## src/rtl/nibble_serial_adder_seq_if.sv

```systemverilog
`default_nettype none
// ---------------------------------------------------------------------------
// Module   : nibble_serial_adder_seq_if
// Purpose  : Request/result bundle for the nibble-serial add/subtract
//            sequencer.
// Signals  : start, sub, cin_in, op_a, op_b  (requester -> sequencer)
//            busy, done, result, carry_out, ovf (sequencer -> requester)
// Modports : master = requester side, slave = sequencer side
// Revision : 1.0 - initial release
// ---------------------------------------------------------------------------
interface nibble_serial_adder_seq_if #(
  parameter int NIBBLES = 4
);
  localparam int W = 4 * NIBBLES;

  logic         start;
  logic         sub;
  logic         cin_in;
  logic [W-1:0] op_a;
  logic [W-1:0] op_b;
  logic         busy;
  logic         done;
  logic [W-1:0] result;
  logic         carry_out;
  logic         ovf;

  modport master (
    output start, sub, cin_in, op_a, op_b,
    input  busy, done, result, carry_out, ovf
  );

  modport slave (
    input  start, sub, cin_in, op_a, op_b,
    output busy, done, result, carry_out, ovf
  );
endinterface
`default_nettype wire

```

## src/rtl/nibble_serial_adder_seq.sv

```systemverilog
`default_nettype none
// ---------------------------------------------------------------------------
// Module   : nibble_serial_adder_seq
// Purpose  : Adds or subtracts two W-bit operands one nibble per cycle using
//            an external 4-bit adder. The inter-nibble carry is kept in a
//            flip-flop; the adder itself stays outside this block.
// Ports    : clk, rst           - clock, synchronous active-high reset
//            bus (slave)        - start/sub/cin_in/op_a/op_b request,
//                                 busy/done/result/carry_out/ovf response
//            add_a/add_b/add_cin - nibble operands and carry to the adder
//            add_sum/add_cout    - adder response (combinational)
// Revision : 1.0 - initial release
// ---------------------------------------------------------------------------
module nibble_serial_adder_seq #(
  parameter int NIBBLES = 4
) (
  input  wire logic                  clk,
  input  wire logic                  rst,
  nibble_serial_adder_seq_if.slave   bus,
  output logic [3:0]                 add_a,
  output logic [3:0]                 add_b,
  output logic                       add_cin,
  input  wire logic [3:0]            add_sum,
  input  wire logic                  add_cout
);

  localparam int W  = 4 * NIBBLES;
  localparam int IW = $clog2(NIBBLES);
  localparam logic [IW-1:0] C_LAST = IW'(NIBBLES - 1);

  typedef enum logic [1:0] {
    S_IDLE = 2'd0,
    S_RUN  = 2'd1,
    S_FIN  = 2'd2
  } state_t;

  state_t        r_state;
  state_t        w_next;
  logic [IW-1:0] r_idx;
  logic          r_carry;
  logic [W-1:0]  r_a;
  logic [W-1:0]  r_bx;        // B, already inverted for subtraction
  logic [W-1:0]  r_result;
  logic          r_carry_out;
  logic          r_ovf;
  logic          w_last;

  assign w_last = (r_idx == C_LAST);

  // State register
  always_ff @(posedge clk) begin
    if (rst) begin
      r_state <= S_IDLE;
    end else begin
      r_state <= w_next;
    end
  end

  // Next state and outputs. The adder operands come only from registers and
  // are forced to zero outside RUN so the adder sits quiescent.
  always_comb begin
    w_next   = r_state;
    add_a    = 4'd0;
    add_b    = 4'd0;
    add_cin  = 1'b0;
    bus.busy = 1'b0;
    bus.done = 1'b0;
    case (r_state)
      S_IDLE: begin
        if (bus.start) begin
          w_next = S_RUN;
        end
      end
      S_RUN: begin
        bus.busy = 1'b1;
        add_a    = r_a[{r_idx, 2'b00} +: 4];
        add_b    = r_bx[{r_idx, 2'b00} +: 4];
        add_cin  = r_carry;
        if (w_last) begin
          w_next = S_FIN;
        end
      end
      S_FIN: begin
        bus.done = 1'b1;
        w_next   = S_IDLE;
      end
      default: begin
        w_next = S_IDLE;
      end
    endcase
  end

  // Datapath
  always_ff @(posedge clk) begin
    if (rst) begin
      r_idx       <= '0;
      r_carry     <= 1'b0;
      r_a         <= '0;
      r_bx        <= '0;
      r_result    <= '0;
      r_carry_out <= 1'b0;
      r_ovf       <= 1'b0;
    end else begin
      case (r_state)
        S_IDLE: begin
          if (bus.start) begin
            r_a         <= bus.op_a;
            r_bx        <= bus.sub ? ~bus.op_b : bus.op_b;
            // Subtraction is A + ~B + 1, so the carry is forced to 1.
            r_carry     <= bus.sub | bus.cin_in;
            r_idx       <= '0;
            r_result    <= '0;
            r_carry_out <= 1'b0;
            r_ovf       <= 1'b0;
          end
        end
        S_RUN: begin
          r_result[{r_idx, 2'b00} +: 4] <= add_sum;
          r_carry                       <= add_cout;
          if (w_last) begin
            r_carry_out <= add_cout;
            // Overflow: operands share a sign that the result does not.
            r_ovf       <= (r_a[W-1] == r_bx[W-1]) && (add_sum[3] != r_a[W-1]);
          end else begin
            r_idx <= r_idx + 1'b1;
          end
        end
        default: begin
        end
      endcase
    end
  end

  assign bus.result    = r_result;
  assign bus.carry_out = r_carry_out;
  assign bus.ovf       = r_ovf;

endmodule
`default_nettype wire
```

## src/flat_wrapper.sv

```systemverilog
// flat-port wrapper written by rule: the top's interface ports become plain ports
module nibble_serial_adder_seq_flat 
#(
  parameter int NIBBLES = 4
)
  (clk, rst, add_a, add_b, add_cin, add_sum, add_cout, bus_start, bus_sub, bus_cin_in, bus_op_a, bus_op_b, bus_busy, bus_done, bus_result, bus_carry_out, bus_ovf);
  nibble_serial_adder_seq_if #(.NIBBLES(NIBBLES)) bus_i ();
  input  wire logic clk;
  input  wire logic rst;
  output logic [3:0] add_a;
  output logic [3:0] add_b;
  output logic add_cin;
  input  wire logic [3:0] add_sum;
  input  wire logic add_cout;
  input wire logic [$bits(bus_i.start)-1:0] bus_start;
  input wire logic [$bits(bus_i.sub)-1:0] bus_sub;
  input wire logic [$bits(bus_i.cin_in)-1:0] bus_cin_in;
  input wire logic [$bits(bus_i.op_a)-1:0] bus_op_a;
  input wire logic [$bits(bus_i.op_b)-1:0] bus_op_b;
  output wire logic [$bits(bus_i.busy)-1:0] bus_busy;
  output wire logic [$bits(bus_i.done)-1:0] bus_done;
  output wire logic [$bits(bus_i.result)-1:0] bus_result;
  output wire logic [$bits(bus_i.carry_out)-1:0] bus_carry_out;
  output wire logic [$bits(bus_i.ovf)-1:0] bus_ovf;
  assign bus_i.start = bus_start;
  assign bus_i.sub = bus_sub;
  assign bus_i.cin_in = bus_cin_in;
  assign bus_i.op_a = bus_op_a;
  assign bus_i.op_b = bus_op_b;
  assign bus_busy = bus_i.busy;
  assign bus_done = bus_i.done;
  assign bus_result = bus_i.result;
  assign bus_carry_out = bus_i.carry_out;
  assign bus_ovf = bus_i.ovf;
  nibble_serial_adder_seq #(.NIBBLES(NIBBLES)) u_core (.clk(clk), .rst(rst), .bus(bus_i), .add_a(add_a), .add_b(add_b), .add_cin(add_cin), .add_sum(add_sum), .add_cout(add_cout));
endmodule
```

## config.mk

```make
export PLATFORM = sky130hd
export DESIGN_NAME = nibble_serial_adder_seq_flat
export DESIGN_NICKNAME = d
export VERILOG_FILES = /design/src/rtl/nibble_serial_adder_seq_if.sv /design/src/rtl/nibble_serial_adder_seq.sv /design/src/flat_wrapper.sv
export SDC_FILE = /design/constraint.sdc
export NUM_CORES = 1
export LEC_CHECK = 0
export CORE_MARGIN = 2
export CORE_UTILIZATION = 45
export DETAILED_ROUTE_END_ITERATION = 7
export PLACE_DENSITY_LB_ADDON = 0.2
export SYNTH_ARGS = -nofsm -noshare
export SYNTH_HDL_FRONTEND = slang
export SYNTH_SLANG_ARGS = --single-unit
export TNS_END_PERCENT = 5
```

## constraint.sdc

```tcl
create_clock -name clk -period 1.9 [get_ports clk]
set_input_delay 0.19 -clock clk [delete_from_list [all_inputs] [get_ports clk]]
set_output_delay 0.19 -clock clk [all_outputs]
set_load 0.02 [all_outputs]
```

==> metrics <==
run status=complete, no violations; GRT Residual Overflow=0; gr busiest metal=met2; gpl congestion=0.755; fin nets=381; later-pin clock latency in the skew report=0.30 ns; post-cts repair resize count=17; top_reg_cell synth=dfxtp_1; setup tns final=0 ns; Worst Hold End=u_core.bus.result[13]; RSZ-0062 raised after global routing=yes; post-DR vias/cell=5.12; die area=6160 um2; Mapped Cells=260; layout cell share with drive strength beyond 1=14.4%; row count=27; Finished Layout Cells=406; Pwr Density=734 nW/um2; largest area contributor in the netlist=dfxtp_1; routed len/inst=13.9 um; Yosys reg bits=55; CTS clk-pin slew, worst paths=0.09 ns; Syn-to-layout area delta=37.3%; core area=5440 um2; commonest non-fill, non-tap cell in the layout=clkdlybuf4s50_1; fraction of registers with async set/reset=0%; ANT cells=0; startpoint types=flip-flop; Clock Sinks=55; DP HPWL=4.14 mm; CP Depth=4; CP required=1.71 ns; CTS tree=done; Slowest-stage cell, CP=clkdlybuf4s50_1; Crit path largest cell delay=0.61 ns; register area=1100 um2; area occupied by multi-input gates=1290 um2; Mapped Avg Cell Area=9.61 um2; via count=2079; Setup Fix Bufs, Post-CTS=0; Finish-stage setup viols=0; Static Leak=0.00131 uW; area share of the largest cell type after synthesis=44.1%; initial antenna violation count=0; Data arrival, critical path=1.63 ns; Synth Cell Area=2500 um2; fillers=479; Max Clock Freq=549 MHz; HP Class=in2reg; Reg2Reg Depth=7; yosys warns=0; dpl ws=-0.0557 ns; CP Cell Sequence=buf_4 > inv_1 > nor2_1 > clkdlybuf4s50_1; DRC viols=0; Final Max Tran Viols=0; R2R Path End=u_core.bus.result[9]; number of synthesized flops with an enable pin=0; largest net degree at the start of global routing=29; Slew @ Worst Pin=0.386 ns; Buf/Inv on CP=3; Period minus WS final=1.82 ns; hold path start=rst; Routed Antenna Nets=0; skew final=0.00731 ns; reg2reg setup slack=0.09 ns; Ports=71; crit path setup slack, layout=0.0782 ns; first-pass detailed-route iteration total=4; die width=78.5 um; All-Layer GR Usage=19.0%; final hold vios=0; largest cells by area after synthesis=dfxtp_1 (44%), mux4_2 (7.2%), xnor2_1 (5.6%); part of the cycle the worst path needs=95.9%; met1 Use GR=23.8%; worst-case clock buffer depth=2; maxcap violations=0; Worst R2R Start=u_core.r_idx[0]; first-pass GRT wire length=9.40 mm; total wire length=5.66 mm; worst hold stages=3; vias in the first global route=2009; Port-buffer cells=70; number of DRC markers after the initial detailed-route iteration=84; starting density of the core=45.9%; Placed Cells=398; Slew HR=74.2%; Post-Syn Nets=308; M3 GR Usage=3.56%; CTS Buf Count=5; met2 usage=32.8%; H-tree Lvls=2; Layout Utilization=63.0%; Die Y=78.5 um; VDD IR-drop max=0.456 mV; CTS root buf=clkbuf_8; Worst Setup End Kind=output pin; crit-path max FO=8; type of the worst setup path=reg2out; commonest cells after routing, fill and taps aside=clkdlybuf4s50_1 (60), dfxtp_1 (53), nand2_1 (34), a21oi_1 (24), nor2_1 (20); Yosys cell types=37; # hold bufs at CTS=0; sequential-to-total area share from yosys stat=44.1%; critical path's top delay family=buffers and inverters
-- power breakdown --
group	leakage [uW]	total [uW]	switching, uW	internal, uW
clock network	0.0000612	801	374	427
logic	0.000796	464	215	249
registers	0.000451	1250	36.8	1220
total	0.00131	2520	626	1890
-- area by class of cell --
type	count	area share, %
Clock inverter	2	1.02
Sequential cell	55	32.2
Tap cell	72	2.63
Inverter	9	0.985
Timing Repair Buffer	84	23.2
Clock buffer	6	2.41
Multi-Input combinational cell	178	37.6
-- cells in the mapped netlist, types with 8 or more instances --
cell type  number
a211oi_1       16
a21oi_1        24
a22o_1         12
and2_1          8
clkbuf_1        9
dfxtp_1        55
inv_1           9
mux4_2          8
nand2_1        34
nor2_1         20
xnor2_1        16
-- state kept, by name, summed over array words and instances, names as in the netlist --
signal                flops
u_core.bus.result        16
u_core.r_a               16
u_core.r_bx              16
u_core.r_idx              2
u_core.r_state            2
u_core.bus.carry_out      1
u_core.bus.ovf            1
u_core.r_carry            1
-- tightest hold or removal path: stages --
cell and delay, ns:
buf_2 0.19, a21oi_1 0.11, o2bb2ai_1 0.13
-- layer usage --
metal,up-vias,share of wire (%)
li1,1051,-
met1,977,45
met2,43,50
met3,8,3.0
met4,0,1.4
met5,-,0
-- stage by stage --
step | total power [uW] | hold slack [ns] | area [um2]
floorplan | 1540 | 0.326 | 2500
global placement | 1740 | 0.440 | 3330
global route | 2630 | 0.388 | 3430
detailed placement | 1750 | 0.448 | 3330
finish | 2520 | 0.367 | 3430
CTS | 2530 | 0.366 | 3450
-- logic make-up (layout without fill, tap and decap cells) --
logic type,Yosys count,in the layout,synth area share (%)
simple gates,83,83,16.4
compound gates,61,61,17.0
flops,55,55,44.1
buf+inv,27,101,4.81
xor+xnor,16,16,5.61
mux,12,12,9.02
fa+ha+maj,6,6,3.01
-- worst max path at each step --
| stage | slack, ns | endpoint | start |
|---|---|---|---|
| 2_1_floorplan | 0.15 | u_core.bus.result[10] | u_core.r_idx[0] |
| 3_3_place_gp | 0.007 | add_b[3] | u_core.r_idx[1] |
| 3_5_place_dp | -0.06 | add_b[2] | u_core.r_idx[1] |
| 4_1_cts | -0.10 | add_b[0] | u_core.r_idx[0] |
| 5_1_grt | -0.005 | bus_done | u_core.r_state[1] |
| 6_report | 0.08 | bus_done | u_core.r_state[1] |
(Power assumes the default switching activity.)
